File: config.mk
export PLATFORM = sky130hd
export DESIGN_NAME = pwm_capture
export DESIGN_NICKNAME = d
export VERILOG_FILES = /design/src/rtl/pwm_capture_pkg.sv /design/src/rtl/pwm_capture_sync_edge_detect.sv /design/src/rtl/pwm_capture.sv
export SDC_FILE = /design/constraint.sdc
export NUM_CORES = 1
export LEC_CHECK = 0
export ABC_CLOCK_PERIOD_IN_PS = 6400
export BUFFER_PORTS_ARGS = -buffer_cell sky130_fd_sc_hd__buf_2
export CAP_MARGIN = 20
export CELL_PAD_IN_SITES_DETAIL_PLACEMENT = 1
export CELL_PAD_IN_SITES_GLOBAL_PLACEMENT = 2
export CORE_MARGIN = 2
export CORE_UTILIZATION = 32
export CTS_BUF_LIST = sky130_fd_sc_hd__clkbuf_4
export DETAILED_ROUTE_END_ITERATION = 6
export GPL_ROUTABILITY_DRIVEN = 0
export HOLD_SLACK_MARGIN = 0.03
export PLACE_DENSITY_LB_ADDON = 0.1
export SLEW_MARGIN = 20
export SYNTH_ARGS = -nofsm -noshare
export SYNTH_HDL_FRONTEND = slang
export SYNTH_SLANG_ARGS = --single-unit
export TNS_END_PERCENT = 10
File: constraint.sdc
create_clock -name clk -period 6.4 [get_ports clk]
set_clock_uncertainty 0.2 [all_clocks]
set_input_delay 0.32 -clock clk [delete_from_list [all_inputs] [get_ports clk]]
set_output_delay 0.32 -clock clk [all_outputs]
set_load 0.02 [all_outputs]
File: src/rtl/pwm_capture_pkg.sv
`default_nettype none
// ============================================================================
//  Module : pwm_capture_pkg
//  Brief  : Shared constants for the PWM capture block: default clock rate,
//           counter width, loss-of-signal timeout and FSM state encoding.
//  Rev    : 1.0  initial release
// ============================================================================
package pwm_capture_pkg;

    // System clock in MHz; used only to derive human-readable constants.
    localparam int c_SYS_FREQ    = 125;
    // Counter width: 2^27 clocks is just over 1 s at 125 MHz.
    localparam int c_CNT_W       = 27;
    // Clocks without the expected edge before loss of signal (40 ms @ 125 MHz).
    localparam int c_TIMEOUT_CYC = 5_000_000;
    // Timeout expressed in microseconds, for register maps and documentation.
    localparam int c_TIMEOUT_US  = c_TIMEOUT_CYC / c_SYS_FREQ;

    // FSM state encoding
    localparam logic [1:0] c_IDLE = 2'd0;
    localparam logic [1:0] c_HIGH = 2'd1;
    localparam logic [1:0] c_LOW  = 2'd2;

endpackage
`default_nettype wire

File: src/rtl/pwm_capture_sync_edge_detect.sv
`default_nettype none
// ============================================================================
//  Module : sync_edge_detect
//  Brief  : Two-flop synchroniser for an asynchronous input followed by one
//           edge-detect register. Reusable for buttons, echo pins, PWM inputs.
//  Ports  : clk      in  system clock
//           reset_n  in  asynchronous active-low reset
//           async_in in  asynchronous input pin
//           level    out synchronised level
//           rise     out one-clock pulse on a synchronised rising edge
//           fall     out one-clock pulse on a synchronised falling edge
//  Rev    : 1.0  initial release
// ============================================================================
module sync_edge_detect (
    input  logic clk,
    input  logic reset_n,
    input  logic async_in,
    output logic level,
    output logic rise,
    output logic fall
);

    logic r_s1;
    logic r_s2;
    logic r_s3;

    always_ff @(posedge clk or negedge reset_n) begin
        if (!reset_n) begin
            r_s1 <= 1'b0;
            r_s2 <= 1'b0;
            r_s3 <= 1'b0;
        end else begin
            r_s1 <= async_in;
            r_s2 <= r_s1;
            r_s3 <= r_s2;
        end
    end

    // All three outputs decode registers only, so they are glitch-free.
    assign level = r_s2;
    assign rise  = r_s2 & ~r_s3;
    assign fall  = ~r_s2 & r_s3;

endmodule
`default_nettype wire

File: src/rtl/pwm_capture.sv
`default_nettype none
// ============================================================================
//  Module : pwm_capture
//  Brief  : Measures an external PWM / servo pulse train in system clocks.
//           Reports period and high time once per completed cycle with a
//           one-clock valid strobe, and flags loss of signal on timeout.
//  Ports  : clk       in  system clock (rising edge)
//           reset_n   in  asynchronous active-low reset
//           pwm_in    in  asynchronous PWM input from pin
//           period    out clocks between the last two rising edges
//           high_time out clocks from last rising edge to following falling edge
//           valid     out one-clock strobe: period/high_time just updated
//           timeout   out level: signal lost (stuck high or low)
//  Rev    : 1.0  initial release
// ============================================================================
module pwm_capture
    import pwm_capture_pkg::*;
#(
    parameter int CNT_W       = c_CNT_W,
    // Must be below 2^CNT_W so the saturating counter can reach it.
    parameter int TIMEOUT_CYC = c_TIMEOUT_CYC
) (
    input  logic             clk,
    input  logic             reset_n,
    input  logic             pwm_in,
    output logic [CNT_W-1:0] period,
    output logic [CNT_W-1:0] high_time,
    output logic             valid,
    output logic             timeout
);

    localparam logic [CNT_W-1:0] c_TIMEOUT = CNT_W'(TIMEOUT_CYC);
    localparam logic [CNT_W-1:0] c_ONE     = CNT_W'(1);

    logic             w_level;
    logic             w_rise;
    logic             w_fall;
    logic [1:0]       r_state;
    logic [CNT_W-1:0] r_cnt;
    logic [CNT_W-1:0] r_hcnt;
    logic [CNT_W-1:0] w_cnt_inc;
    logic             w_expired;

    sync_edge_detect u_sync (
        .clk      (clk),
        .reset_n  (reset_n),
        .async_in (pwm_in),
        .level    (w_level),
        .rise     (w_rise),
        .fall     (w_fall)
    );

    // Saturating increment: the counter sticks at all-ones instead of wrapping.
    assign w_cnt_inc = (&r_cnt) ? r_cnt : r_cnt + c_ONE;
    // >= rather than == so that an edge winning the tie on the exact compare
    // cycle (leaving the count one past the limit) still times out next clock.
    assign w_expired = (r_cnt >= c_TIMEOUT);

    always_ff @(posedge clk or negedge reset_n) begin
        if (!reset_n) begin
            r_state   <= c_IDLE;
            r_cnt     <= '0;
            r_hcnt    <= '0;
            period    <= '0;
            high_time <= '0;
            valid     <= 1'b0;
            timeout   <= 1'b0;
        end else begin
            valid <= 1'b0;
            case (r_state)
                c_IDLE: begin
                    // A fall here belongs to a cycle we never saw start.
                    if (w_rise) begin
                        r_cnt   <= c_ONE;
                        r_state <= c_HIGH;
                    end
                end
                c_HIGH: begin
                    // The edge is checked first so it beats a same-cycle timeout.
                    if (w_fall) begin
                        r_hcnt  <= r_cnt;
                        r_cnt   <= w_cnt_inc;
                        r_state <= c_LOW;
                    end else if (w_expired && w_level) begin
                        timeout <= 1'b1;
                        r_cnt   <= '0;
                        r_state <= c_IDLE;
                    end else begin
                        r_cnt <= w_cnt_inc;
                    end
                end
                c_LOW: begin
                    if (w_rise) begin
                        period    <= r_cnt;
                        high_time <= r_hcnt;
                        valid     <= 1'b1;
                        timeout   <= 1'b0;
                        r_cnt     <= c_ONE;
                        r_state   <= c_HIGH;
                    end else if (w_expired && !w_level) begin
                        timeout <= 1'b1;
                        r_cnt   <= '0;
                        r_state <= c_IDLE;
                    end else begin
                        r_cnt <= w_cnt_inc;
                    end
                end
                default: begin
                    r_cnt   <= '0;
                    r_state <= c_IDLE;
                end
            endcase
        end
    end

endmodule
`default_nettype wire

Yosys cells after proc, flatten, opt, wreduce, memory -nomap -nowiden
Cells that the tools add are included.
{ "classes": {"addsub": 1, "n_mul": 0, "div_mod_pow": 0, "order_cmp": 1, "n_eq_ne": 7, "shift": 0, "mux": 20, "n_bitwise": 4, "reduce_logical": 10} }
{ "ops": {"columns": ["operator", "n"], "rows": [
  ["2-to-1 mux 27 bit", 6],
  ["one-hot mux 27 bit (3 select lines)", 1],
  ["adder 27 x 1 -> 27 bit, second input constant", 1],
  ["greater-or-equal comparator 27 x 23 -> 1 bit, second input constant", 1],
  ["AND reduction 27 bit", 1],
  ["2-to-1 mux 2 bit", 5],
  ["2-to-1 mux 1 bit", 6],
  ["inequality test 3 x 2 -> 1 bit, second input constant", 2],
  ["one-hot mux 2 bit (3 select lines)", 1],
  ["inequality test 2 bit, second input constant", 2],
  ["AND reduction 2 bit", 2],
  ["AND reduction 4 bit", 1],
  ["AND reduction 3 bit", 1],
  ["bitwise AND 1 bit", 2],
  ["equality test 2 x 1 -> 1 bit, second input constant", 1],
  ["equality test 2 bit, second input constant", 1],
  ["logical AND 1 bit", 2],
  ["logical NOT 2 bit", 1],
  ["inequality test 2 x 1 -> 1 bit, second input constant", 1],
  ["inverter 1 bit", 2],
  ["one-hot mux 1 bit (2 select lines)", 1],
  ["nonzero test 2 bit", 1],
  ["logical NOT 1 bit", 1]
]} }
{ "totals": {"register_bits": 115, "latch_bits": 0, "mem_bits_rw": 0, "rom_bits": 0, "input_bits": 3, "output_inout_bits": 56, "wordCells": 53, "mem_count": 0} }

Longest topological paths before layout
{ "logic_depth": {"ltp_word": 5, "ltp_mapped": 9, "mapped_depth_nobuf": 8} }

Modules after synthesis
From an unflattened synthesis, not the netlist that was laid out.
{ "unflattened": {"cells_unflattened": 484, "area_unflattened_um2": 5107.4} }
{ "modules_own_cells": {"columns": ["module", "n_inst", "cells_each", "area_each_um2", "seq_area_each_um2"], "rows": [
  ["pwm_capture", 1, 479, 5017.3, 2802.7],
  ["sync_edge_detect", 1, 5, 90.1, 75.1]
]} }

Worst setup path before layout
OpenSTA, ideal clock, no wires.
{ "synth_path": {"kind": "flip-flop to flip-flop", "startpoint": "register r_cnt[0]", "endpoint": "register r_cnt[24]", "setup_time_ns": 0.141, "t_arrival_ns": 2.108, "t_required_ns": 6.059, "slack_ns": 3.951, "stages_incl_launch_ff": 10, "path_buffers": 1, "period_less_slack_ns": 2.449, "cell_sequence": "dfrtp_1 -> inv_1 -> ha_1 -> or4b_4 -> nor4_4 -> o32a_4 -> o21ai_2 -> buf_2 -> o21bai_1 -> a22oi_1"} }
{ "synth_via": {"elab_chain_cells": 5, "elab_cells_between_ends": 11, "classes_between": "add/sub: 1; order compare: 1; mux: 6; reduce/logical: 3"} }
{ "synth_lines": {"columns": ["item", "line_no", "source"], "rows": [
  ["from (decl)", "pwm_capture.sv:39", "logic [CNT_W-1:0] r_cnt;"],
  ["from (signal assigned)", "pwm_capture.sv:74", "r_cnt <= c_ONE;"],
  ["from (signal assigned)", "pwm_capture.sv:82", "r_cnt <= w_cnt_inc;"],
  ["from (signal assigned)", "pwm_capture.sv:89", "r_cnt <= w_cnt_inc;"],
  ["adder 27 x 1 -> 27 bit (tied with other cells)", "pwm_capture.sv:54", "assign w_cnt_inc = (&r_cnt) ? r_cnt : r_cnt + c_ONE;"],
  ["2-to-1 mux 27 bit (tied with other cells)", "pwm_capture.sv:54", null],
  ["2-to-1 mux 27 bit (on tied branches)", "pwm_capture.sv:100, pwm_capture.sv:84", null],
  ["2-to-1 mux 27 bit (on tied branches)", "pwm_capture.sv:93, pwm_capture.sv:80", null],
  ["one-hot mux 27 bit (3 select lines) *", "pwm_capture.sv:70", "case (r_state)"]
]} }
Every way passes the cells marked *; elsewhere a longest branch is shown, timed or not.
A chain may end at the register's enable or synchronous reset.

Final worst setup path
{ "layout_path": {"startpoint": "register r_cnt[23]", "endpoint": "register r_cnt[20]"} }
{ "layout_via": {"elab_chain_cells": 5, "elab_cells_between_ends": 10, "classes_between": "order compare: 1; mux: 6; reduce/logical: 3"} }
{ "layout_lines": {"columns": ["item", "line_no", "source"], "rows": [
  ["greater-or-equal comparator 27 x 23 -> 1 bit or AND reduction 27 bit (tied branches)", "pwm_capture.sv:57, pwm_capture.sv:54", null],
  ["logical AND 1 bit (tied with other cells)", "pwm_capture.sv:100", "end else if (w_expired && !w_level) begin"],
  ["2-to-1 mux 27 bit (on tied branches)", "pwm_capture.sv:100, pwm_capture.sv:84", null],
  ["2-to-1 mux 27 bit (on tied branches)", "pwm_capture.sv:93, pwm_capture.sv:80", null],
  ["one-hot mux 27 bit (3 select lines) *", "pwm_capture.sv:70", null]
]} }
Marks and branches as above.

==> flow_summary.yaml <==
timing:
  period_minus_slack_ns: 3.223
  relSlewSlack_pct: 41.02
  tightest_slew_ns: 0.8846
  final-setup-viol-count: 0
  fmax_ghz: 0.3103
  rsz0062_at_grt: "false"
  hold_violations: 0
  finalCritPeriodShare_pct: 50.35
  tns_ns: 0
  drv_slew: 0
final_layout:
  final_common_cell: "dfrtp_1"
  area_growth_pct: 14.12
  instances_no_fill: 697
  drive_gt1_share_pct: 41.25
  nets: 473
  layout_common_cells: "dfrtp_1, mux2_2, buf_2, nand2_1, clkbuf_4"
synth:
  yosysSeqAreaShare_pct: 54.58
  synth_cell_types: 58
  synth_area_sq_um: 5273
  syn-num-nets: 421
  avgSynthCellArea_sq_um: 12.67
  synth_edf_count: 0
  ys_ff_latch: 115
  yosysTopAreaCell: "dfrtp_1"
  ys_warn_count: 0
  synth_top_area_share_pct: 54.58
  async_flop_share_pct: 100.0
  ys.flop_type: "dfrtp_1"
  synth_cells: 416
  synth_area_leaders: "dfrtp_1, mux2_2, nand2_1, o221ai_2, o31ai_2"
critical_path:
  reg2reg_slack_ns: 3.18
  cp-end-kind: "flip-flop"
  path_class: "flip-flop to flip-flop"
  crit_buf_inv: 0
  start_kind: "flip-flop"
  r2r_cells: 6
  cp.arrival_ns: 3.45
  r2r_end: "r_cnt[20]"
  cp.required_ns: 6.63
  slowest_delay_ns: 0.67
  slowest_stage: "a21oi_4"
  cpLargestDelayFamily: "simple AND/OR/NAND/NOR gates"
  r2r_start: "r_cnt[23]"
  worstPathMaxFanout: 24
  path_cells: "nor4_1 -> nand2_1 -> or4_4 -> a21oi_4 -> nor2_4 -> o41ai_1"
drt:
  first_iter_violations: 154
  routedWlPerCell_um: 18.07
  drc_errors: 0
  finalWirelength_um: 12600
  first_pass_iters: 4
  vias: 3635
  viasPerCell: 5.215
  drt.antenna.violating_nets: 0
clock_network:
  cts_root_buffer: "clkbuf_4"
  cts-buffers-inserted: 17
  cts_max_level: 4
  post_cts_buffers: 0
  hold_buffers: 2
  clock_path_buffers: 2
  clock_latency_ns: 0.54
  cts_tree: "built"
  cts_sinks: 115
  clkTransAtPathRegs_ns: 0.10
  cts_resized: 0
grt:
  grt_usage_pct: 15.61
  grt_max_degree: 68
  grt_antenna_before_repair: 1
  first_global_vias: 3872
  grt_pass1_wl_um: 21380
  overflow: 0
power_and_ir_drop:
  power.switching_uw: 476.8
  switching_share_pct: 29.68
  power.internal_uw: 1130
  p_leak_uw: 0.002874
  combinationalPowerShare_pct: 15.2
  power_frac_seq_pct: 50.3
  p_per_area_nw_per_um2: 267.0
  clkPwrFrac_pct: 34.5
  ir_worst_vdd_v: 0.0001271
  finalPower_uw: 1607
floorplan:
  rows: 46
  die_w_um: 132.4
  core_area_sq_um: 16000
  ios: 59
  fp.dieArea_sq_um: 17520
  die_h_um: 132.4
  start_util_pct: 32.95
placement:
  post-dp-hpwl_um: 8301
  port_buffers: 58
  post-place-cells: 663
status:
  status: "complete, no violations"
worst_hold_path:
  hp-class: "input port to async pin"
flow_run:
  maxCapViolCount: 0
## stage by stage
stage               cell area (sq um)  worst slack (ns)  utilization [%]  hold WS (ns)
finish                           6017             3.177            37.61        0.1506
detailed placement               5704             2.914            35.65        0.1410
global route                     6017             2.909            37.61        0.1670
CTS                              6012             2.909            37.57        0.1402
floorplan                        5273             3.951                -       -0.1756
global placement                 5704             3.041            35.65        0.1342
## synth_stat cells (3+ instances only)
cell / n
buf_6: 5
mux2_2: 81
o21ai_1: 3
and4_1: 5
o31ai_2: 6
o22ai_1: 8
buf_2: 8
nand2b_1: 4
nor2_1: 8
a22oi_1: 3
o211ai_1: 4
o221ai_2: 6
nand2_1: 31
dfrtp_1: 115
nand3_1: 12
o31ai_1: 9
nand4_1: 8
nor3_1: 9
nor4_1: 3
inv_1: 9
a31oi_1: 3
and3_1: 3
clkbuf_1: 14
o221ai_1: 4
o32ai_1: 5
o21ai_0: 9
## state kept, by name (all words and copies together) (netlist names)
name	cells
high_time	27
period	27
r_cnt	27
r_hcnt	27
r_state	2
timeout	1
u_sync.level	1
u_sync.r_s1	1
u_sync.r_s3	1
valid	1
## routing by layer
| metal | vias up | global-route usage, % | wire (um) |
|---|---|---|---|
| li1 | 1665 | - | - |
| met1 | 1893 | 21.07 | 6147 |
| met5 | - | 0 | 0 |
| met4 | 0 | 5.974 | 196 |
| met3 | 14 | 4.037 | 489 |
| met2 | 63 | 24.09 | 5762 |
## power groups by stage
stage	logic, uW	registers, uW	clock network (uW)
5_1_grt	271	819	615
3_5_place_dp	248	824	0
3_3_place_gp	247	823	0
4_1_cts	252	810	580
6_report	244	809	554
2_1_floorplan	163	831	0
## layout make-up
class | instances | area [sq um]
antenna | 1 | 2.502
clock buffer | 20 | 150.1
sequential | 115 | 2878
multi-input combinational | 262 | 2210
tap | 216 | 270.3
fill | 1793 | 9983
clock inverter | 11 | 137.6
timing repair buffer | 63 | 335.3
inverter | 9 | 33.78
## kinds of logic (layout without fill, tap and decap cells)
family                     count (synthesis)  count (layout)  synth area share [%]
DFF                                      115             115                 54.58
and+or+nand+nor                           99              99                 10.65
muxes                                     83              83                 17.68
AOI/OAI and AO/OA                         77              77                 12.62
buffers and inverters                     39             103                 3.820
adders and majority gates                  2               2                0.4745
xor gates and xnor gates                   1               1                0.1661
other                                      0               1                     0
## worst max-delay path by stage
| stage | from | endpoint | slack [ns] | cells after the start |
|---|---|---|---|---|
| after global placement | r_cnt[0] | r_cnt[22] | 3.04 | 8 |
| final | r_cnt[23] | r_cnt[20] | 3.18 | 6 |
| after detailed placement | r_cnt[0] | r_cnt[22] | 2.91 | 8 |
| after global routing | r_cnt[23] | r_cnt[17] | 2.91 | 6 |
| after CTS | r_cnt[0] | r_cnt[22] | 2.91 | 8 |
| after floorplan | r_cnt[0] | r_cnt[24] | 3.95 | 9 |
(Power assumes the default switching activity.)
